$ cat config.mk
export PLATFORM = sky130hd
export DESIGN_NAME = pht_write_scheduler
export DESIGN_NICKNAME = d
export VERILOG_FILES = /design/src/rtl/pht_write_scheduler_pkg.sv /design/src/rtl/pht_write_scheduler_queue_pointer.sv /design/src/rtl/pht_write_scheduler.sv
export SDC_FILE = /design/constraint.sdc
export NUM_CORES = 1
export LEC_CHECK = 0
export BUFFER_PORTS_ARGS = -buffer_cell sky130_fd_sc_hd__buf_2
export CAP_MARGIN = 20
export CORE_MARGIN = 2
export CORE_UTILIZATION = 61
export CTS_CLUSTER_DIAMETER = 150
export DETAILED_ROUTE_END_ITERATION = 8
export MAX_ROUTING_LAYER = met4
export PLACE_DENSITY = 0.85
export SETUP_SLACK_MARGIN = 0.2
export SLEW_MARGIN = 10
export SYNTH_ARGS = -nofsm -noshare
export SYNTH_HDL_FRONTEND = slang
export SYNTH_HIERARCHICAL = 1
export SYNTH_SLANG_ARGS = --single-unit
$ cat constraint.sdc
create_clock -name clk -period 7.29 [get_ports clk]
set_input_delay 1.458 -clock clk [delete_from_list [all_inputs] [get_ports clk]]
set_output_delay 1.458 -clock clk [all_outputs]
set_load 0.05 [all_outputs]
$ cat src/rtl/pht_write_scheduler_pkg.sv
// Shared types for the PHT write scheduler: index/counter types, the
// deferred-queue entry and the bank-select helper.
package pht_write_scheduler_pkg;

  localparam int PHT_ENTRY_NUM      = 2048;
  localparam int PHT_ENTRY_BIT_SIZE = 2;
  localparam int PHT_INDEX_BIT      = $clog2(PHT_ENTRY_NUM);

  typedef logic [PHT_INDEX_BIT-1:0]      pht_index_t;
  typedef logic [PHT_ENTRY_BIT_SIZE-1:0] pht_entry_t;

  // One deferred write: RAM address and counter value.
  typedef struct packed {
    pht_index_t wa;
    pht_entry_t wv;
  } pht_qentry_t;

  typedef enum logic {
    ST_INIT = 1'b0,
    ST_RUN  = 1'b1
  } pht_state_t;

  // Bank holding a PHT index: index mod bank count.
  function automatic int unsigned bank_of(input pht_index_t idx, input int unsigned bank_num);
    return 32'(idx) % bank_num;
  endfunction

endpackage

$ cat src/rtl/pht_write_scheduler_queue_pointer.sv
// Head/tail pointers of the deferred-write ring. An extra wrap bit on each
// pointer separates full from empty when the low bits are equal.
module QueuePointer #(
  parameter int QUEUE_SIZE = 4
) (
  input  logic                          clk,
  input  logic                          rst,
  input  logic                          push,
  input  logic                          pop,
  output logic                          full,
  output logic                          empty,
  output logic [$clog2(QUEUE_SIZE)-1:0] headPtr,
  output logic [$clog2(QUEUE_SIZE)-1:0] tailPtr
);

  localparam int PW = $clog2(QUEUE_SIZE);

  logic [PW:0] head_q;
  logic [PW:0] tail_q;

  // Advance each pointer independently; a push+pop pair keeps occupancy.
  always_ff @(posedge clk or posedge rst) begin
    if (rst) begin
      head_q <= '0;
      tail_q <= '0;
    end else begin
      if (push) tail_q <= tail_q + 1'b1;
      if (pop)  head_q <= head_q + 1'b1;
    end
  end

  assign headPtr = head_q[PW-1:0];
  assign tailPtr = tail_q[PW-1:0];
  assign empty   = (head_q == tail_q);
  assign full    = (head_q[PW] != tail_q[PW]) && (head_q[PW-1:0] == tail_q[PW-1:0]);

endmodule

$ cat src/rtl/pht_write_scheduler.sv
// PHT write scheduler: sweeps the table with INIT_VALUE after reset, then
// forwards requester writes to the RAM ports with zero latency. A request
// that collides on a bank with a lower-numbered write is deferred into a
// small in-order queue and replayed on a free, non-conflicting port.
// Optional drop statistics: define PHT_WRITE_SCHEDULER_STAT_EN.
module pht_write_scheduler
  import pht_write_scheduler_pkg::*;
#(
  parameter int WRITE_NUM      = 2,
  parameter int ENTRY_NUM      = PHT_ENTRY_NUM,
  parameter int BANK_NUM       = 2,
  parameter int ENTRY_BIT_SIZE = PHT_ENTRY_BIT_SIZE,
  parameter int QUEUE_SIZE     = 4,
  parameter int INIT_VALUE     = 2
) (
  input  logic                                         clk,
  input  logic                                         rst,
  input  logic [WRITE_NUM-1:0]                         reqValid,
  input  logic [WRITE_NUM-1:0][$clog2(ENTRY_NUM)-1:0]  reqAddr,
  input  logic [WRITE_NUM-1:0][ENTRY_BIT_SIZE-1:0]     reqValue,
  output logic [WRITE_NUM-1:0]                         we,
  output logic [WRITE_NUM-1:0][$clog2(ENTRY_NUM)-1:0]  wa,
  output logic [WRITE_NUM-1:0][ENTRY_BIT_SIZE-1:0]     wv,
  output logic                                         initBusy,
  output logic                                         queueFull
`ifdef PHT_WRITE_SCHEDULER_STAT_EN
  ,
  output logic [31:0]                                  dropCount
`endif
);

  localparam int AW = $clog2(ENTRY_NUM);
  localparam int EW = ENTRY_BIT_SIZE;
  localparam int IW = $clog2(WRITE_NUM);
  localparam int PW = $clog2(QUEUE_SIZE);

  pht_state_t  state;
  logic [AW-1:0] init_index;
  logic [AW-1:0] init_next;
  logic          run;

  logic [WRITE_NUM-1:0] pass;
  logic [WRITE_NUM-1:0] conflict;
  logic                 any_conf;
  logic [IW-1:0]        conf_idx;
  logic                 head_blocked;
  logic                 port_free;
  logic [IW-1:0]        pop_port;
  logic                 push;
  logic                 pop;
  logic                 full;
  logic                 empty;
  logic [PW-1:0]        head_ptr;
  logic [PW-1:0]        tail_ptr;

  pht_qentry_t qmem [QUEUE_SIZE];
  pht_qentry_t head;
  pht_qentry_t qentry;

  assign run       = (state == ST_RUN);
  assign init_next = init_index + AW'(WRITE_NUM);
  assign head      = qmem[head_ptr];
  assign queueFull = full;

  QueuePointer #(.QUEUE_SIZE(QUEUE_SIZE)) u_qptr (
    .clk     (clk),
    .rst     (rst),
    .push    (push),
    .pop     (pop),
    .full    (full),
    .empty   (empty),
    .headPtr (head_ptr),
    .tailPtr (tail_ptr)
  );

  // INIT sweeps WRITE_NUM entries per cycle; leave for RUN when the index wraps.
  always_ff @(posedge clk or posedge rst) begin
    if (rst) begin
      state      <= ST_INIT;
      init_index <= '0;
      initBusy   <= 1'b1;
    end else if (state == ST_INIT) begin
      init_index <= init_next;
      if (init_next == '0) begin
        state    <= ST_RUN;
        initBusy <= 1'b0;
      end
    end
  end

  // Arbitration: pass non-colliding requests, pick the first collider for the
  // queue, and find a port where the queue head can go without a bank clash.
  always_comb begin
    pass         = '0;
    conflict     = '0;
    any_conf     = 1'b0;
    conf_idx     = '0;
    head_blocked = 1'b0;
    port_free    = 1'b0;
    pop_port     = '0;
    for (int i = 0; i < WRITE_NUM; i++) begin
      pass[i] = reqValid[i];
      for (int j = 0; j < i; j++)
        if (pass[j] && bank_of(reqAddr[j], BANK_NUM) == bank_of(reqAddr[i], BANK_NUM))
          pass[i] = 1'b0;
      conflict[i] = reqValid[i] & ~pass[i];
      if (conflict[i] && !any_conf) begin
        any_conf = 1'b1;
        conf_idx = IW'(i);
      end
    end
    for (int i = 0; i < WRITE_NUM; i++) begin
      if (pass[i] && bank_of(reqAddr[i], BANK_NUM) == bank_of(head.wa, BANK_NUM))
        head_blocked = 1'b1;
      if (!pass[i] && !port_free) begin
        port_free = 1'b1;
        pop_port  = IW'(i);
      end
    end
    pop    = run && !empty && port_free && !head_blocked;
    push   = run && any_conf && (!full || pop);
    qentry = '{wa: reqAddr[conf_idx], wv: reqValue[conf_idx]};
  end

  // Queue storage; only the slot at the tail is written on a push.
  always_ff @(posedge clk) begin
    if (push) qmem[tail_ptr] <= qentry;
  end

  // RAM port drive: init pattern, or direct writes plus one replayed entry.
  always_comb begin
    we = '0;
    wa = '0;
    wv = '0;
    if (!rst) begin
      if (state == ST_INIT) begin
        for (int i = 0; i < WRITE_NUM; i++) begin
          we[i] = 1'b1;
          wa[i] = init_index + AW'(i);
          wv[i] = EW'(INIT_VALUE);
        end
      end else begin
        we = pass;
        wa = reqAddr;
        wv = reqValue;
        if (pop) begin
          we[pop_port] = 1'b1;
          wa[pop_port] = head.wa;
          wv[pop_port] = head.wv;
        end
      end
    end
  end

`ifdef PHT_WRITE_SCHEDULER_STAT_EN
  logic [31:0] drop_n;

  // Requests lost this cycle: every collider except the one that was queued.
  always_comb begin
    drop_n = '0;
    for (int i = 0; i < WRITE_NUM; i++)
      drop_n = drop_n + 32'(conflict[i]);
    if (push) drop_n = drop_n - 32'd1;
  end

  // Saturating drop counter, cleared and held during the init sweep.
  always_ff @(posedge clk or posedge rst) begin
    if (rst)
      dropCount <= '0;
    else if (state == ST_INIT)
      dropCount <= '0;
    else if (dropCount > (32'hFFFF_FFFF - drop_n))
      dropCount <= 32'hFFFF_FFFF;
    else
      dropCount <= dropCount + drop_n;
  end
`endif

endmodule

# After elaboration in Yosys (flattened, before gate mapping)
# Memory sizes are Yosys's and may differ from the RTL's.
# Index checks and enable logic that the tools add are counted.
totals:
  regBits: 19
  ram_bits: 52
  out_inout_bits: 30
  memories: 1
mem_list:
  columns: ["memory", "words", "word_bits", "rd", "rd_ports_with_merged_regs", "wr", "line_no", "text"]
  rows:
  - ["qmem", 4, 13, 1, 0, 1, "pht_write_scheduler.sv:56", "pht_qentry_t qmem [QUEUE_SIZE];"]
classes:
  n_addsub: 4
  order_cmp: 3
  eq_ne: 6
  mux: 32
  bitwise_logic: 4
  reduce_logical: 18
op_table:
  columns: ["op", "count"]
  rows:
  - ["2-to-1 mux 22 bit", 3]
  - ["2-to-1 mux 11 bit", 3]
  - ["bitwise mux 22 bit", 1]
  - ["2-to-1 mux 1 bit", 12]
  - ["2-to-1 mux 2 bit", 6]
  - ["2-to-1 mux 4 bit", 3]
  - ["adder 11 x 1 -> 11 bit (second input constant)", 1]
  - ["adder 11 x 2 -> 11 bit (second input constant)", 1]
  - ["demux 11 bit (select 1 bit)", 1]
  - ["logical AND 1 bit", 11]
  - ["logical NOT 11 bit", 1]
  - ["adder 3 x 1 -> 3 bit (second input constant)", 2]
  - ["bitwise mux 4 bit", 1]
  - ["logical NOT 1 bit", 4]
  - ["less-than comparator 1 x 2 -> 1 bit (second input constant)", 2]
  - ["equality test 1 bit", 3]
  - ["equality test 3 bit", 1]
  - ["demux 2 bit (select 1 bit)", 1]
  - ["equality test 2 bit", 1]
  - ["NOT 1 bit", 2]
  - ["OR 2 bit", 1]
  - ["AND reduction 2 bit", 1]
  - ["AND 1 bit", 1]
  - ["demux 1 bit (select 1 bit)", 1]
  - ["other kinds (3)", 3]

# Depth between registers and ports, before layout
depth:
  depth_word: 14
  ltp_mapped: 9
  ltp_nobuf: 8

# By module
# The synthesis kept the hierarchy.
by_module_without_submodules:
  columns: ["module", "instances", "cells_per_inst", "area_per_inst_um2", "seq_area_each_um2"]
  rows:
  - ["pht_write_scheduler", 1, 278, 3522.1, 1863.0]
  - ["QueuePointer", 1, 26, 312.8, 150.1]

# Least setup slack after synthesis
# OpenSTA, ideal clock, no wires.
synth_path:
  path_type: "input to output"
  startpoint: "input reqAddr[11] in the netlist's numbering"
  endpoint: "output wa[10] in the netlist's numbering"
  t_arrival_ns: 3.820
  required_ns: 5.832
  setup_slack_ns: 2.012
  cell_stages: 6
  path_cell_list: "clkbuf_1 nand3_1 mux2i_1 clkbuf_1 o31ai_1 a311oi_1"
synth_lines:
  columns: ["item", "line_no", "text"]
  rows:
  - ["start, declared", "pht_write_scheduler.sv:19", "input logic [WRITE_NUM-1:0][$clog2(ENTRY_NUM)-1:0] reqAddr,"]
  - ["end, declared", "pht_write_scheduler.sv:22", "output logic [WRITE_NUM-1:0][$clog2(ENTRY_NUM)-1:0] wa,"]

==> flow_metrics.py <==
metrics = {
    "clock_network": {
        "root_buffer": "clkbuf_8",
        "post-cts-setup-buffers": 0,
        "cts_tree": "built",
        "cts.sink_count": 70,
        "ctsResizeCount": 0,
        "cts-buffers-inserted": 9,
        "clk_pin_slew_ns": 0.08,
        "cts-htree-levels": 3,
        "cts_hold_buf": 0,
        "clockBufferDepth": 2,
        "clock_latency_ns": 0.35,
    },
    "worst_setup_path": {
        "critPathBufInv": 2,
        "cp_slowest_cell": "xor2_2",
        "crit_fanout": 15,
        "slowest_delay_ns": 0.73,
        "reg2reg_slack_ns": 3.47,
        "critical-path-top-delay-family": "XOR/XNOR gates",
        "r2r-end": "qmem[2][2]$_DFFE_PP_",
        "start_kind": "register",
        "r2r_cells": 6,
        "cp.arrival_ns": 3.70,
        "path_class": "register to output port",
        "cp-startpoint": "u_qptr/head_q[0]$_DFFE_PP0P_",
        "cp_data_required_time_ns": 5.83,
        "cp-end-kind": "output port",
        "crit_chain": "buf_4 > mux4_2 > xor2_2 > o211ai_1 > a311oi_1 > buf_2",
        "r2r_start": "u_qptr/head_q[0]$_DFFE_PP0P_",
        "path_depth": 6,
        "cp-endpoint": "wa[2]",
    },
    "status": {
        "status": "finished clean",
    },
    "logic_synthesis": {
        "synthCells": 304,
        "postSynthAreaPerCell_sq_um": 12.6,
        "syn_nets": 337,
        "synth_edf_count": 52,
        "synth_top_area_frac": 0.407,
        "ys_warn_count": 6,
        "ys_seq_elements": 70,
        "synth_area_leader_cell": "edfxtp_1",
        "async_flop_share": 0.257,
        "synth_area_sq_mm": 0.00383,
        "synth_ff_type": "edfxtp_1",
        "ys_seq_area_frac": 0.525,
        "synth_cell_types": 47,
        "yosys-top-cells-area": "edfxtp_1 41%, dfrtp_1 11%, mux4_2 7.6%",
    },
    "power_and_ir_drop": {
        "finalPower_mw": 0.806,
        "ir_drop_mv": 0.261,
        "p_leak_nw": 1.60,
        "p_per_area_mw_per_mm2": 185,
    },
    "sta": {
        "tns_ns": 0,
        "rsz0062_at_grt": "false",
        "timing.fmax_mhz": 194,
        "period_share": 0.708,
        "hold_viol": 0,
        "worst_pin_slew_ns": 1.01,
        "min_period_ns": 5.16,
        "maxSlewViolCount": 0,
        "slew_headroom": 0.321,
        "skew_ns": 0.0169,
        "final-setup-viol-count": 0,
    },
    "job": {
        "drv_cap": 0,
    },
    "final_layout": {
        "final_nets": 387,
        "post_route_cells_drive_above_1_share": 0.348,
        "layout_commonest_cell": "buf_2",
        "final_area_sq_mm": 0.00437,
        "final_cell_mix": "59 x buf_2, 52 x edfxtp_1, 29 x nor2_1, 17 x dfrtp_1",
        "area_delta_synth_final_pct": 14.0,
        "fin_cells": 434,
        "antenna_cells": 0,
    },
    "drt": {
        "vias": 3004,
        "via_per_inst": 6.92,
        "routed_wl_microns": 10100,
        "drt.antenna.violating_nets": 0,
        "wire_per_inst_microns": 23.2,
        "drc": 0,
        "dr.pass1.iters": 5,
        "first_iter_violations": 422,
    },
    "grt": {
        "grt_pass1_vias": 2891,
        "antenna_found_initial": 0,
        "grt.total_usage": 0.304,
        "grt_start_max_net_pins": 36,
        "overflow": 0,
        "grt_pass1_wl_microns": 15500,
    },
    "worst_hold_path": {
        "min_path_type": "register to register",
    },
    "die": {
        "rows": 28,
        "io_pins": 60,
        "design.die.area_sq_mm": 0.00694,
        "core_area_sq_mm": 0.00599,
        "die_w_microns": 83.3,
        "die_h_microns": 83.3,
        "start_util": 0.640,
    },
    "placement": {
        "gp_congestion": 0.827,
        "place_area_sq_mm": 0.00417,
        "dp_hpwl_microns": 6540,
        "portBuffers": 59,
        "dp.cells": 418,
    },
}
-- metrics by stage --
step                utilization  hold WS, ns  worst slack, ns
finish                    0.730        0.495             2.13
global placement          0.695        0.481             2.34
CTS                       0.730        0.498             2.15
global route              0.730        0.531             1.92
floorplan                     -        0.465             2.01
detailed placement        0.697        0.484             2.51
-- area by class of cell --
type	count	area, sq um
clock buffer	9	124
timing repair buffer	68	363
multi-input combinational	199	1680
tap	75	93.8
inverter	6	22.5
fill	409	1620
clock inverter	7	72.6
sequential	70	2010
-- sequential cells by signal, indices dropped and copies added, names as in the netlist --
register       count
initBusy           1
init_index        10
qmem              52
run                1
u_qptr/head_q      3
u_qptr/tail_q      3
-- logic make-up (layout without fill, tap and decap cells) --
logic type,count (synthesis),in the layout,synth area share
simple gates,77,77,0.107
flops,70,70,0.525
compound gates,68,68,0.139
buf+inv,35,90,0.0427
mux,32,32,0.131
xor+xnor,19,19,0.0454
fa+ha+maj,3,3,0.00979
-- worst register-to-register path, cell delays in order, from the launching register on --
cell and delay, ns:
dfrtp_1 0.67, buf_4 0.35, mux4_2 0.67, xor2_2 0.73
a31oi_1 0.45, nor4b_2 0.34, buf_4 0.28
-- synth_stat cells, types with 2 or more instances --
cell type	number
a21oi_1	8
a311oi_1	10
a31oi_1	4
and3_1	2
buf_2	5
buf_4	5
clkbuf_1	17
dfrtp_1	17
edfxtp_1	52
ha_1	3
inv_1	6
mux2_2	15
mux2i_1	4
mux4_2	13
nand2_1	10
nand2b_1	2
nand3_1	8
nand3b_1	4
nand4_1	2
nor2_1	29
nor2b_1	4
nor3_1	4
nor4_1	2
nor4b_1	2
o211ai_1	15
o21ai_0	3
o221a_1	8
o221a_2	3
o31ai_1	13
xnor2_1	12
xor2_1	6
-- metal layers --
metal,part of all wire,vias to the layer above,global-route usage,routed length [microns]
li1,-,1291,-,-
met2,0.47,219,0.463,4760
met3,0.11,47,0.0527,1080
met5,0,-,-,0
met1,0.38,1447,0.399,3800
met4,0.042,0,0.148,420
-- worst min path at each step --
| stage | to | cells after the start | slack [ns] | from |
|---|---|---|---|---|
| final | u_qptr/tail_q[2]$_DFFE_PP0P_ | 1 | 0.49 | u_qptr/tail_q[2]$_DFFE_PP0P_ |
| after global routing | u_qptr/tail_q[2]$_DFFE_PP0P_ | 1 | 0.53 | u_qptr/tail_q[2]$_DFFE_PP0P_ |
| after CTS | u_qptr/tail_q[2]$_DFFE_PP0P_ | 1 | 0.50 | u_qptr/tail_q[2]$_DFFE_PP0P_ |
| after detailed placement | u_qptr/tail_q[2]$_DFFE_PP0P_ | 1 | 0.48 | u_qptr/tail_q[2]$_DFFE_PP0P_ |
| after global placement | u_qptr/tail_q[2]$_DFFE_PP0P_ | 1 | 0.48 | u_qptr/tail_q[2]$_DFFE_PP0P_ |
| after floorplan | u_qptr/tail_q[2]$_DFFE_PP0P_ | 1 | 0.46 | u_qptr/tail_q[2]$_DFFE_PP0P_ |
-- where the power goes --
part           leakage [nW]  internal (mW)  switching, mW
combinational         0.797         0.0193         0.0422
clock                0.0976          0.159          0.156
sequential            0.701          0.430              0
Note: power is estimated with default switching activity, not from simulation.
